## src/rtl/amns_host_port_pkg.sv

```systemverilog
// Shared definitions for the AMNS host port: FSM state encoding and the
// BRAM address map (operands first, result block right after them).
package amns_host_port_pkg;

    typedef enum logic [2:0] {
        IDLE,
        LOAD,
        START,
        WAIT,
        RD_ISSUE,
        RD_CAPT,
        RD_HOLD
    } state_t;

    // Operand area: A (n*s words) followed by B, M and M_prime_0 (n words each).
    function automatic int load_words(input int n, input int s);
        return n * s + 3 * n;
    endfunction

    // The result block starts right after the operand area.
    function automatic int res_base(input int n, input int s);
        return load_words(n, s);
    endfunction

    // The result is one AMNS polynomial: n coefficients of s words.
    function automatic int res_words(input int n, input int s);
        return n * s;
    endfunction

endpackage

```

## src/rtl/amns_host_watchdog.sv

```systemverilog
// Core watchdog for the AMNS host port. Counts consecutive cycles in which the
// port is waiting for the core and flags expiry on the last allowed cycle.
// Only instantiated when AMNS_HOST_TIMEOUT_EN is defined.
module amns_host_watchdog #(
    parameter int TIMEOUT_CYCLES = 4096
) (
    input  logic clock_i,
    input  logic reset_i,
    input  logic i_run,
    output logic o_expired
);

    localparam int CW = $clog2(TIMEOUT_CYCLES + 1);

    logic [CW-1:0] r_count;

    // Count while running, restart from zero whenever the wait is over.
    always_ff @(posedge clock_i or negedge reset_i) begin
        if (!reset_i) begin
            r_count <= '0;
        end else if (i_run) begin
            r_count <= r_count + 1'b1;
        end else begin
            r_count <= '0;
        end
    end

    assign o_expired = i_run && (r_count == CW'(TIMEOUT_CYCLES - 1));

endmodule

```

## src/rtl/amns_host_port.sv

```systemverilog
// Host-side port of the AMNS multiplier: streams operands into the shared
// BRAM, kicks the core, waits for completion and streams the result back out.
// Optional feature: define AMNS_HOST_TIMEOUT_EN to add a watchdog on the wait
// for core_done_i that raises a sticky error_o and returns to IDLE.
module amns_host_port
    import amns_host_port_pkg::*;
#(
    parameter int WORD_WIDTH     = 17,
    parameter int N              = 5,
    parameter int S              = 4,
    parameter int TIMEOUT_CYCLES = 4096
) (
    input  logic                          clock_i,
    input  logic                          reset_i,
    input  logic                          in_valid_i,
    input  logic [WORD_WIDTH-1:0]         in_data_i,
    output logic                          in_ready_o,
    output logic                          out_valid_o,
    output logic [WORD_WIDTH-1:0]         out_data_o,
    input  logic                          out_ready_i,
    output logic                          bram_en_o,
    output logic                          bram_we_o,
    output logic [$clog2(4*N*S+N):0]      bram_addr_o,
    output logic [WORD_WIDTH-1:0]         bram_din_o,
    input  logic [WORD_WIDTH-1:0]         bram_dout_i,
    output logic                          core_start_o,
    input  logic                          core_done_i,
    output logic                          busy_o,
    output logic                          error_o
);

    localparam int AW = $clog2(4*N*S+N) + 1;
    localparam logic [AW-1:0] LAST_LOAD = AW'(load_words(N, S) - 1);
    localparam logic [AW-1:0] RES_START = AW'(res_base(N, S));
    localparam logic [AW-1:0] LAST_RES  = AW'(res_base(N, S) + res_words(N, S) - 1);

    state_t                r_state;
    logic [AW-1:0]         r_addr;
    logic                  r_out_valid;
    logic [WORD_WIDTH-1:0] r_out_data;

    logic w_in_ready;
    logic w_write;
    logic w_read;
    logic w_timeout;

    // Ready is held low while reset is asserted even though the state is IDLE.
    assign w_in_ready = reset_i && ((r_state == IDLE) || (r_state == LOAD));
    assign w_write    = in_valid_i && w_in_ready;
    assign w_read     = (r_state == RD_ISSUE);

`ifdef AMNS_HOST_TIMEOUT_EN
    logic r_error;

    amns_host_watchdog #(
        .TIMEOUT_CYCLES (TIMEOUT_CYCLES)
    ) u_watchdog (
        .clock_i   (clock_i),
        .reset_i   (reset_i),
        .i_run     ((r_state == WAIT) && !core_done_i),
        .o_expired (w_timeout)
    );

    assign error_o = r_error;
`else
    logic w_unused_timeout;

    assign w_unused_timeout = (TIMEOUT_CYCLES > 0);
    assign w_timeout        = 1'b0;
    assign error_o          = 1'b0;
`endif

    // Main sequencer: load operands, start the core, wait, then drain the result.
    always_ff @(posedge clock_i or negedge reset_i) begin
        if (!reset_i) begin
            r_state     <= IDLE;
            r_addr      <= '0;
            r_out_valid <= 1'b0;
            r_out_data  <= '0;
`ifdef AMNS_HOST_TIMEOUT_EN
            r_error     <= 1'b0;
`endif
        end else begin
            case (r_state)
                IDLE: begin
                    if (w_write) begin
                        r_addr  <= AW'(1);
                        r_state <= LOAD;
`ifdef AMNS_HOST_TIMEOUT_EN
                        r_error <= 1'b0;
`endif
                    end
                end
                LOAD: begin
                    if (w_write) begin
                        if (r_addr == LAST_LOAD) begin
                            r_addr  <= '0;
                            r_state <= START;
                        end else begin
                            r_addr <= r_addr + 1'b1;
                        end
                    end
                end
                START: begin
                    r_state <= WAIT;
                end
                WAIT: begin
                    if (core_done_i) begin
                        r_addr  <= RES_START;
                        r_state <= RD_ISSUE;
                    end else if (w_timeout) begin
                        r_addr  <= '0;
                        r_state <= IDLE;
`ifdef AMNS_HOST_TIMEOUT_EN
                        r_error <= 1'b1;
`endif
                    end
                end
                RD_ISSUE: begin
                    r_state <= RD_CAPT;
                end
                RD_CAPT: begin
                    r_out_data  <= bram_dout_i;
                    r_out_valid <= 1'b1;
                    r_state     <= RD_HOLD;
                end
                RD_HOLD: begin
                    if (out_ready_i) begin
                        r_out_valid <= 1'b0;
                        if (r_addr == LAST_RES) begin
                            r_addr  <= '0;
                            r_state <= IDLE;
                        end else begin
                            r_addr  <= r_addr + 1'b1;
                            r_state <= RD_ISSUE;
                        end
                    end
                end
                default: begin
                    r_state <= IDLE;
                end
            endcase
        end
    end

    assign in_ready_o   = w_in_ready;
    assign bram_en_o    = w_write || w_read;
    assign bram_we_o    = w_write;
    assign bram_addr_o  = (w_write && (r_state == IDLE)) ? '0 :
                          (w_write || w_read)            ? r_addr : '0;
    assign bram_din_o   = w_write ? in_data_i : '0;
    assign core_start_o = (r_state == START);
    assign busy_o       = (r_state != IDLE);
    assign out_valid_o  = r_out_valid;
    assign out_data_o   = r_out_data;

endmodule

```

## config.mk

```make
export PLATFORM = sky130hd
export DESIGN_NAME = amns_host_port
export DESIGN_NICKNAME = d
export VERILOG_FILES = /design/src/rtl/amns_host_port_pkg.sv /design/src/rtl/amns_host_watchdog.sv /design/src/rtl/amns_host_port.sv
export SDC_FILE = /design/constraint.sdc
export NUM_CORES = 1
export LEC_CHECK = 0
export CORE_ASPECT_RATIO = 2
export CORE_MARGIN = 2
export CORE_UTILIZATION = 35
export CTS_BUF_LIST = sky130_fd_sc_hd__clkbuf_4 sky130_fd_sc_hd__clkbuf_8
export CTS_CLUSTER_SIZE = 20
export DETAILED_ROUTE_END_ITERATION = 6
export GPL_ROUTABILITY_DRIVEN = 0
export GPL_TIMING_DRIVEN = 0
export PLACE_DENSITY = 0.68
export SETUP_SLACK_MARGIN = 0.1
export SYNTH_ARGS = -nofsm -noshare
export SYNTH_HDL_FRONTEND = slang
export SYNTH_SLANG_ARGS = --single-unit
```

## constraint.sdc

```tcl
create_clock -name clock_i -period 2.24 [get_ports clock_i]
set_input_delay 0.448 -clock clock_i [delete_from_list [all_inputs] [get_ports clock_i]]
set_output_delay 0.448 -clock clock_i [all_outputs]
set_load 0.01 [all_outputs]
```

==> results of run 1 <==
==> worst max-delay path: stages (launching register included) <==
cell and delay [ps]:
dfrtp_2 460, nor2_4 160, nand3_4 110, inv_4 110, mux2i_4 80, buf_6 140
buf_6 100, nor2b_1 100, buf_2 130
==> cell usage after synthesis, drive strengths merged (5+ instances only) <==
library cell / instances / area, µm²
nor2: 10 / 37.5
and2: 19 / 119
inv: 10 / 37.5
nand3: 11 / 60.1
o22ai: 5 / 31.3
dfrtp: 29 / 726
nand2: 9 / 33.8
a32oi: 5 / 43.8
buf: 7 / 50.1
o21ai: 5 / 25.0
mux2: 18 / 203
==> cell families (layout without fill, tap and decap cells) <==
| kind of cell | Yosys count | count (layout) |
|---|---|---|
| multiplexers | 19 | 19 |
| flip-flops | 29 | 29 |
| buffers and inverters | 21 | 129 |
| adder cells (fa/ha/maj) | 2 | 2 |
| other | 1 | 1 |
| AO/OA/AOI/OAI | 29 | 29 |
| AND/OR/NAND/NOR | 71 | 71 |
==> area by class of cell <==
cell class                 count  area (µm²)
clock inverter                 2        10.0
multi-input combinational    122         903
fill                         461        1860
sequential                    29         728
inverter                      10        40.0
buffer                        11        82.6
timing repair buffer         100         871
tap                           55        68.8
clock buffer                   6        76.3
==> worst max-delay path by stage <==
stage | cells past startpoint | end
floorplan | 5 | bram_din_o[10]
global placement | 6 | bram_din_o[12]
detailed placement | 6 | bram_din_o[15]
CTS | 7 | bram_addr_o[1]
global route | 8 | bram_addr_o[1]
finish | 8 | bram_addr_o[1]
==> stage by stage <==
stage / hold slack (ps) / setup WS [ps] / instances
after floorplan: 152 / 439 / 172
after global placement: 486 / -1940 / 313
after detailed placement: 493 / -842 / 313
after CTS: 42.1 / 70.5 / 331
after global routing: 49.7 / 45.4 / 335
final: 25.2 / 121 / 335
==> what timing repair did <==
item,in CTS,in global routing
hold buffers,0,0
pin swaps,3,1
resized for setup,74,36
endpoints found under the setup margin,30,25
setup buffers,10,4
==> flip-flops by register name, summed over array words and instances (netlist names) <==
| name | flops |
|---|---|
| out_data_o | 17 |
| out_valid_o | 1 |
| r_addr | 8 |
| r_state | 3 |
==> power by group through the flow <==
stage | clock, W | combinational [W] | sequential, W
2_1_floorplan | 0 | 0.000769 | 0.000974
3_3_place_gp | 0 | 0.00154 | 0.000912
3_5_place_dp | 0 | 0.00156 | 0.000928
4_1_cts | 0.000438 | 0.00174 | 0.000916
5_1_grt | 0.000462 | 0.00196 | 0.000945
6_report | 0.000434 | 0.00180 | 0.000916
==> layer usage <==
layer / vias up / GRT usage (%) / share of wire (%)
met5: - / 0 / 0
met4: 0 / 10.1 / 2.6
met3: 10 / 3.51 / 4.3
met2: 58 / 32.8 / 57
met1: 810 / 19.0 / 36
li1: 816 / - / -
==> impl_metrics.json, run 1 <==
{
  "yosysWarnings": 0,
  "synth_compound_area_share_pct": 12.9,
  "clk_latency_ps": 290,
  "peakVddDrop_mv": 0.641,
  "async_flop_share_pct": 100,
  "synth_cell_types": 40,
  "synth.net_count": 213,
  "internal-power_w": 0.00201,
  "slew_headroom_pct": 57.8,
  "synthToLayoutAreaGrowth_pct": 64.6,
  "crit_arrival_ps": 1670,
  "start_util_pct": 36.4,
  "viasPerCell": 5.06,
  "root_buffer": "clkbuf_8",
  "slew_violations": 0,
  "synth_top_family_by_area": "simple AND/OR/NAND/NOR gates",
  "power_frac_comb_pct": 57.1,
  "synth_cells": 172,
  "synth_edf_count": 0,
  "numCtsBuffers": 5,
  "antenna_found_initial": 0,
  "cp.required_ps": 1790,
  "rsz0062_at_grt": "yes",
  "min_path_type": "in -> async",
  "maxCapViolations": 0,
  "muxShareOfSynthArea_pct": 12.6,
  "layout_common_cells": "clkdlybuf4s50_1 (55), dfrtp_1 (27), clkbuf_2 (19), and2_1 (19), mux2_2 (17)",
  "synth-simple-area-share_pct": 23.8,
  "clk_pin_slew_worst_paths_ps": 70,
  "dieArea_um2": 5430,
  "final_util_pct": 59.9,
  "cts.htree.levels": 2,
  "end_kind": "output pin",
  "reg2regPathDepth": 6,
  "die_w_um": 53.1,
  "dr.pass1.iters": 4,
  "synth_xor_area_share_pct": 0,
  "post-route-period-util_pct": 94.6,
  "synthFlopType": "dfrtp_1",
  "switching_share_pct": 36.3,
  "powerDensity_nw_per_um2": 1130,
  "dr.first_iter.drc_count": 39,
  "synth_area_per_cell_um2": 9.82,
  "antennaDiodeCount": 0,
  "cts_tree": "yes",
  "p_leak_nw": 1.24,
  "grt_usage_pct": 18.2,
  "clock_path_buffers": 2,
  "ant_nets": 0,
  "nets": 320,
  "outcome": "finished clean",
  "crit_start": "r_state[2]",
  "core_area_um2": 4640,
  "drc_errors": 0,
  "die_y_um": 102,
  "hold_viol_final": 0,
  "skew_ps": 7.01,
  "cts.sinks": 29,
  "min_period_ps": 2120,
  "reg2reg_slack_ps": 390,
  "layout-drive-gt1-share_pct": 30.0,
  "grt_pass1_wl_um": 7330,
  "grt_start_max_net_pins": 33,
  "grt_pass1_vias": 1620,
  "dp_hpwl_um": 3550,
  "layout_commonest_cell": "clkdlybuf4s50_1",
  "p_total_w": 0.00315,
  "rr_endpoint": "r_addr[4]",
  "rows": 35,
  "syn-cell-area_um2": 1690,
  "max_freq_mhz": 472,
  "ys_seq_elements": 29,
  "finalInstanceArea_um2": 2780,
  "gr-total-overflow": 0,
  "portBuffers": 86,
  "wl_per_cell_um": 14.7,
  "setup_violations": 0,
  "wl_um": 4920,
  "worst_slew_pin_slew_ps": 628,
  "power_switching_w": 0.00114,
  "criticalPathCategory": "reg -> out",
  "seq_power_share_pct": 29.1,
  "synth_fa_ha_area_share_pct": 1.48,
  "ys_seq_area_share_pct": 43.0,
  "finalSetupTns_ps": 0,
  "worst_r2r_startpoint": "r_state[1]",
  "path_max_fanout": 6,
  "vias": 1694,
  "p_clk_share_pct": 13.8,
  "worstSetupStartpointType": "flip-flop",
  "placed_area_um2": 2610,
  "ios": 88
}
Note: power is estimated with default switching activity, not from simulation.
==> run 2: changes to the inputs <==
- CTS_BUF_LIST: sky130_fd_sc_hd__clkbuf_4 sky130_fd_sc_hd__clkbuf_8 -> unset
- SYNTH_HIERARCHICAL: unset -> 1
==> run 2 against run 1 <==
  * Critical path depth unchanged
  * Final area decreased by 0.14%
  * Die area unchanged
  * Clock power decreased by 3%
  * Worst setup slack improved by 6.1 ps
  * Register-to-register slack about the same
  * Non-clock buffer count unchanged
  * Synthesized cell count unchanged
  * Worst hold slack improved by 2.1 ps
==> impl_metrics.json, run 2 <==
{
  "powerDensity_nw_per_um2": 1130,
  "path_max_fanout": 6,
  "seq_power_share_pct": 29.2,
  "synth_cell_types": 40,
  "switching_share_pct": 36.4,
  "clock_path_buffers": 2,
  "setup_violations": 0,
  "synth_area_leaders": "dfrtp_1 (43%), mux2_2 (11%), and2_1 (7.0%)",
  "yosysTopAreaCell": "dfrtp_1",
  "criticalPathCategory": "reg -> out",
  "clk_pin_slew_worst_paths_ps": 70,
  "portBuffers": 86,
  "grt_usage_pct": 18.2,
  "cts.htree.levels": 2,
  "maxCapViolations": 0,
  "p_leak_nw": 1.23,
  "cp.required_ps": 1790,
  "synth_edf_count": 0,
  "place_ws_ps": -842,
  "peakVddDrop_mv": 0.640,
  "slew_violations": 0,
  "slew_headroom_pct": 55.4,
  "synth.most_common_cell": "dfrtp_1",
  "synthToLayoutAreaGrowth_pct": 64.4,
  "p_total_w": 0.00314,
  "layout_commonest_cell": "clkdlybuf4s50_1",
  "die_w_um": 53.1,
  "timing.hold.ws_ps": 27.2,
  "worst_slew_pin_slew_ps": 665,
  "p_clk_share_pct": 13.4,
  "rows": 35,
  "largest_reg_flops": 17,
  "viasPerCell": 5.00,
  "yosysTopAreaCellShare_pct": 43.0,
  "dr.first_iter.drc_count": 34,
  "layout_common_cells": "clkdlybuf4s50_1 (55), dfrtp_1 (27), clkbuf_2 (19), and2_1 (19), mux2_2 (17)",
  "skew_ps": 6.14,
  "clk_latency_ps": 290,
  "antenna_found_initial": 0,
  "rsz0062_at_grt": "yes",
  "min_path_type": "in -> async",
  "gr-total-overflow": 0,
  "layout_setup_ws_ps": 127,
  "nets": 320,
  "synthFlopType": "dfrtp_1",
  "grt_pass1_vias": 1608,
  "dr.pass1.iters": 5,
  "synth_area_per_cell_um2": 9.82,
  "start_util_pct": 36.4,
  "synth_commonest_cells": "dfrtp_1 (29), and2_1 (19), mux2_2 (17)",
  "min_period_ps": 2110,
  "numCtsBuffers": 5,
  "synth_cells": 172,
  "cts.sinks": 29,
  "worstSetupStartpointType": "flip-flop",
  "dieArea_um2": 5430,
  "vias": 1675,
  "dp_hpwl_um": 3550,
  "wl_per_cell_um": 14.7,
  "power_frac_comb_pct": 57.3,
  "wl_um": 4940,
  "root_buffer": "clkbuf_8",
  "power_switching_w": 0.00114,
  "layout-drive-gt1-share_pct": 29.6,
  "post-route-period-util_pct": 94.3,
  "cts_tree": "yes",
  "antennaDiodeCount": 0,
  "syn-cell-area_um2": 1690,
  "ant_nets": 0,
  "ys_seq_elements": 29,
  "finalSetupTns_ps": 0,
  "hold_viol_final": 0,
  "core_area_um2": 4640,
  "end_kind": "output pin",
  "crit_arrival_ps": 1670,
  "max_freq_mhz": 473,
  "die_y_um": 102,
  "yosysWarnings": 6,
  "grt_start_max_net_pins": 33,
  "grt_pass1_wl_um": 7280,
  "async_flop_share_pct": 100,
  "internal-power_w": 0.00199,
  "hold_buffers": 0,
  "final_util_pct": 59.8,
  "drc_errors": 0,
  "synth.net_count": 213,
  "ys_seq_area_share_pct": 43.0,
  "ios": 88,
  "outcome": "finished clean"
}
==> run 2: logic make-up (layout without fill, tap and decap cells) <==
family,count (synthesis),in the layout,synth area share [%]
fa+ha+maj,2,2,1.48
buf+inv,21,129,6.07
mux,19,19,12.6
other cells,1,1,0.222
simple gates,71,71,23.8
compound gates,29,29,12.9
flops,29,29,43.0
==> run 2: layout make-up <==
| cell class | count | area [µm²] |
|---|---|---|
| Buffer | 11 | 82.6 |
| Clock buffer | 6 | 72.6 |
| Clock inverter | 2 | 10.0 |
| Fill cell | 463 | 1870 |
| Inverter | 10 | 40.0 |
| Multi-Input combinational cell | 122 | 903 |
| Sequential cell | 29 | 728 |
| Tap cell | 55 | 68.8 |
| Timing Repair Buffer | 100 | 871 |
==> run 2: worst max-delay path, stage by stage, from the launching register on <==
cell	delay (ps)
dfrtp_2	450
nor2_4	160
nand3_4	110
inv_4	110
mux2i_4	80
buf_6	130
buf_6	100
nor2b_1	90
buf_2	130
==> run 2: metal layers <==
layer	up-vias	wire length (µm)	track usage (%)
met3	10	205	3.51
met2	56	2750	32.5
met5	-	0	0
li1	816	-	-
met1	793	1850	19.1
met4	0	129	10.1
==> run 2: worst paths after layout <==
path / start / endpoint / slack (ps) / cells after the start
min in group clock_i: out_data_o[1] / out_data_o[1] / 500 / 1
hold / removal: reset_i / r_addr[4] / 30 / 1
setup reg to reg: r_state[1] / r_addr[4] / 390 / 6
hold reg to reg: out_data_o[1] / out_data_o[1] / 500 / 1
max in group asynchronous: reset_i / r_state[2] / 1940 / 1
setup / recovery: r_state[2] / bram_addr_o[1] / 130 / 8
==> run 2: what timing repair did <==
action | 4_1_cts | 5_1_grt
endpoints found under the setup margin | 30 | 25
setup buffers | 10 | 4
pin swaps | 3 | 1
resized for setup | 74 | 36
==> run 2: power groups by stage <==
stage	Clock (W)	Sequential (W)	Combinational (W)
final	0.000422	0.000917	0.00180
after global routing	0.000450	0.000945	0.00195
after CTS	0.000426	0.000916	0.00174
after detailed placement	0	0.000928	0.00156
after global placement	0	0.000912	0.00154
after floorplan	0	0.000974	0.000769
==> run 2: through the flow <==
step | cells | area, µm²
floorplan | 172 | 1690
global placement | 313 | 2620
detailed placement | 313 | 2610
CTS | 331 | 2800
global route | 335 | 2780
finish | 335 | 2780
==> run 3: changes to the inputs <==
- HOLD_SLACK_MARGIN: unset -> 0.03
==> results of run 3 <==
No change in the layout: final DEF, timing and power equal those of run 2.
==> edit 1, RTL diff (config.mk and constraints of run 3) <==
Add a define of `AMNS_HOST_TIMEOUT_EN`.
--- a/src/rtl/amns_host_port.sv
+++ b/src/rtl/amns_host_port.sv
@@ -2,6 +2,8 @@
 // BRAM, kicks the core, waits for completion and streams the result back out.
 // Optional feature: define AMNS_HOST_TIMEOUT_EN to add a watchdog on the wait
 // for core_done_i that raises a sticky error_o and returns to IDLE.
+`define AMNS_HOST_TIMEOUT_EN
+
 module amns_host_port
     import amns_host_port_pkg::*;
 #(
Check against the original RTL: same outputs for any inputs over 10 cycles, from zero or initial values and one cycle with reset_i low; that may be too few to reach the edited logic, so the function may still have changed.
==> edit 1 against run 3 <==
Clock power rose by 99%. Wire length is 57% higher. Worst hold slack better by 0.046 ns. Worst setup slack worse by 0.11 ns. Count of clock-buffer cells in the layout down 1. Combinational power decreased by 3%. Design area up 49%. Synthesized area grew 43%. Total power grew 20%. Sequential cell count increased by 14. Synthesized cell count grew 35%. Via count rose by 43%. Utilization is 2.3 points higher. Critical endpoint is now r_state[0].
==> edit 1: results <==
group,metric,value,unit
outcome,outcome,"completed",
placed_design,dp_hpwl,4.94,mm
placed_design,place_ws,-0.777,ns
routing,drt_iter0_markers,66,
global_routing,met3_usage,2.50,%
setup_path,cp_max_fo,3,
sta,hold_slack,0.0728,ns
cells_and_area,fillers,563,
cells_and_area,multi_input_area_share,33.5,%
setup_path,worstSetupEndpoint,"r_state[0]",
setup_path,ff2ff_setup_slack,0.01,ns
setup_path,r2r_cells,8,
synthesis,synth_area_leaders,"dfrtp_1 (45%), mux2_2 (7.9%), and2_1 (4.9%), nor2_1 (2.5%), a21oi_1 (2.1%)",
placed_design,dp.cells,409,
setup_path,r2r-start,"u_watchdog/r_count[0]",
cells_and_area,num-nets-final,419,
cells_and_area,n_all_inverters,13,
power_and_ir_drop,p_leak,1.84,nW
clock_network,root_buffer,"clkbuf_16",
synthesis,ys_seq_area_share,44.5,%
sta,worst_clock_skew,0.00250,ns
cells_and_area,n_all_buffers,144,
global_routing,grt_pass1_wl,11.8,mm
global_routing,groute.usage.overall,19.5,%
global_routing,use_met1,19.5,%
routing,routed_via_density,5.14,
cells_and_area,final-nonclk-buf-share,32.6,%
synthesis,synth_adder_area_share,1.55,%
power_and_ir_drop,vdd_ir_drop_max,0.474,mV
routing,totalWireLength,7.75,mm
routing,wl_per_cell,16.6,microns
-- edit 1: cell types whose count changed after synthesis, sizes merged, moves of 3 or more --
cell / run 3 / this run
dfrtp: 29 / 43
nand4: 2 / 8
and2b: 0 / 3
a32oi: 5 / 0
a21oi: 4 / 10
or3: 2 / 6
or4: 0 / 3
nor2: 10 / 16
a31oi: 2 / 7
nand2: 9 / 13
nand3: 11 / 8
o21ai: 5 / 8
-- edit 1: kinds of logic after synthesis --
logic type,count (synthesis)
muxes,21
adders and majority gates,3
AOI/OAI and AO/OA,45
buffers and inverters,20
DFF,43
xor gates and xnor gates,3
and+or+nand+nor,98
-- edit 1: timing repair --
item                                   CTS  global route
gates resized for setup                123            45
setup endpoints to repair               42            33
endpoints found under the hold margin    7             0
hold buffers                             1             0
setup buffers                           25            21
gates cloned                             3             0
pin swaps                                7            19
==> edit 2, RTL diff (config.mk and constraints of run 3) <==
Made on the original files. Re-encode `state_t` (7 states) as Gray code, 3 bits wide.
--- a/src/rtl/amns_host_port_pkg.sv
+++ b/src/rtl/amns_host_port_pkg.sv
@@ -3,13 +3,13 @@
 package amns_host_port_pkg;
 
     typedef enum logic [2:0] {
-        IDLE,
-        LOAD,
-        START,
-        WAIT,
-        RD_ISSUE,
-        RD_CAPT,
-        RD_HOLD
+        IDLE     = 3'b000,
+        LOAD     = 3'b001,
+        START    = 3'b011,
+        WAIT     = 3'b010,
+        RD_ISSUE = 3'b110,
+        RD_CAPT  = 3'b111,
+        RD_HOLD  = 3'b101
     } state_t;
 
     // Operand area: A (n*s words) followed by B, M and M_prime_0 (n words each).
Behaviour: no difference found for any inputs over 10 cycles, from zero or initial values and one cycle with reset_i low; not proved beyond that.
==> edit 2 against run 3 <==
Sequential cell count unchanged. Sequential share of layout area decreased by 0.44 points. Design area increased by 1.4%. Worst setup slack improved by 0.032 ns. Wire length increased by 2.1%. Total power decreased by 4.7%. Non-clock buffer count unchanged. Synthesized area increased by 0.52%. Global-route usage increased by 1.2 points.
==> edit 2: results <==
group,metric,value,unit
routing,vias,1565,
cells_and_area,fillers,448,
clock_network,numCtsBuffers,5,
setup_path,worstPathArrival,1.63,ns
routing,drt_iter0_markers,29,
routing,drt-pass1-iter-count,4,
synthesis,syn-num-nets,207,
cells_and_area,drive_gt1_share,33.0,%
synthesis,synthDistinctLibCells,43,
placed_design,numPortBuffers,86,
setup_path,cp_max_fo,8,
synthesis,synth_adder_area_share,1.47,%
synthesis,ys_warn_count,6,
global_routing,grt_pass1_vias,1547,
setup_path,critical_path.max_stage_delay,0.40,ns
synthesis,ys_seq_area_share,42.7,%
sta,worst_clock_skew,0.00683,ns
synthesis,synthTopCellsByCount,"dfrtp_1 (29), and2_1 (25), mux2_2 (17)",
power_and_ir_drop,vdd_ir_drop_max,0.638,mV
synthesis,synthMuxAreaShare,11.9,%
clock_network,clk_latency,0.28,ns
synthesis,syn_inst,166,
routing,routed_via_density,4.77,
global_routing,grt_max_degree,30,
placed_design,dp.cells,307,
synthesis,ys.flop_type,"dfrtp_1",
outcome,outcome,"completed",
synthesis,synth-compound-area-share,13.3,%
global_routing,groute.usage.overall,19.4,%
placed_design,dp_hpwl,3.64,mm
global_routing,grt_pass1_wl,7.75,mm
power_and_ir_drop,p_leak,1.33,nW
cells_and_area,largest_reg_flops,17,
routing,wl_per_cell,15.4,microns
setup_path,worst_path_max_delay_cell,"dfrtp_1",
clock_network,root_buffer,"clkbuf_8",
placed_design,placedInstanceArea,0.00262,sq mm
synthesis,synth_area_leaders,"dfrtp_1 (43%), mux2_2 (11%), and2_1 (9.2%), nand2_1 (2.9%), a22o_1 (2.6%)",
[edit 2: cell count changes in the layout (fill, tap and decap cells not counted), sizes merged, moves of 5 or more]
cell and change:
buf +12, nand3 -5, inv -6, o22ai -5, clkbuf -14, and2 +8
[edit 2: repair_timing]
action | 4_1_cts | 5_1_grt
cloned | 1 | 0
pin swaps | 7 | 8
setup buffers | 8 | 3
hold endpoints to repair | 29 | 0
gates resized for setup | 105 | 24
endpoints found under the setup margin | 29 | 31
hold buffers | 1 | 0
[edit 2: where the power goes]
part           switching (mW)  leakage, nW  internal (mW)
clock network           0.201       0.0450          0.215
logic                   0.723        0.936          0.947
registers               0.153        0.353          0.749
total                    1.08         1.33           1.91
[edit 2: path summary, 6_finish.rpt]
check                              start             end  slack, ns  cells after the start
setup / recovery              r_state[2]  bram_din_o[10]       0.16                      5
hold / removal                   reset_i   out_data_o[3]       0.09                      2
setup reg to reg               r_addr[0]       r_addr[5]       0.20                      8
hold reg to reg            out_data_o[6]   out_data_o[6]       0.50                      1
max in group asynchronous        reset_i       r_addr[7]       1.98                      2
min in group clock_i       out_data_o[6]   out_data_o[6]       0.50                      1
[edit 2: per-stage QoR]
step | setup WS [ns] | TNS (ns) | total power, mW | hold WS (ns) | util (%)
6_report | 0.159 | 0 | 2.99 | 0.0861 | 60.6
3_3_place_gp | -2.01 | -56.61 | 2.45 | 0.465 | 56.6
4_1_cts | 0.100 | 0 | 2.98 | 0.0915 | 60.7
5_1_grt | 0.0572 | 0 | 3.20 | 0.0825 | 60.6
3_5_place_dp | -1.10 | -21.97 | 2.47 | 0.491 | 56.5
2_1_floorplan | 0.297 | 0 | 1.74 | 0.152 | -
[edit 2: logic make-up (layout without fill, tap and decap cells)]
| logic type | Yosys count | in the layout |
|---|---|---|
| other cells | 1 | 1 |
| simple gates | 73 | 73 |
| mux | 18 | 18 |
| fa+ha+maj | 2 | 2 |
| buf+inv | 16 | 123 |
| compound gates | 27 | 27 |
| flops | 29 | 29 |
[edit 2: per-layer routing]
metal	vias up	track usage, %	wire, microns
li1	786	-	-
met1	754	22.3	1880
met2	23	34.9	3020
met3	2	4.35	103
met4	0	5.33	34
met5	-	0	0
[edit 2: layout make-up]
| cell class | count | area, sq um | area share (%) |
|---|---|---|---|
| inverters | 4 | 15.0 | 0.534 |
| multi-input cells | 121 | 906 | 32.2 |
| flip-flops and latches | 29 | 726 | 25.8 |
| clock inverters | 2 | 10.0 | 0.356 |
| plain buffers | 12 | 120 | 4.27 |
| well taps | 55 | 68.8 | 2.45 |
| repair buffers | 99 | 896 | 31.8 |
| clock buffers | 6 | 72.6 | 2.58 |
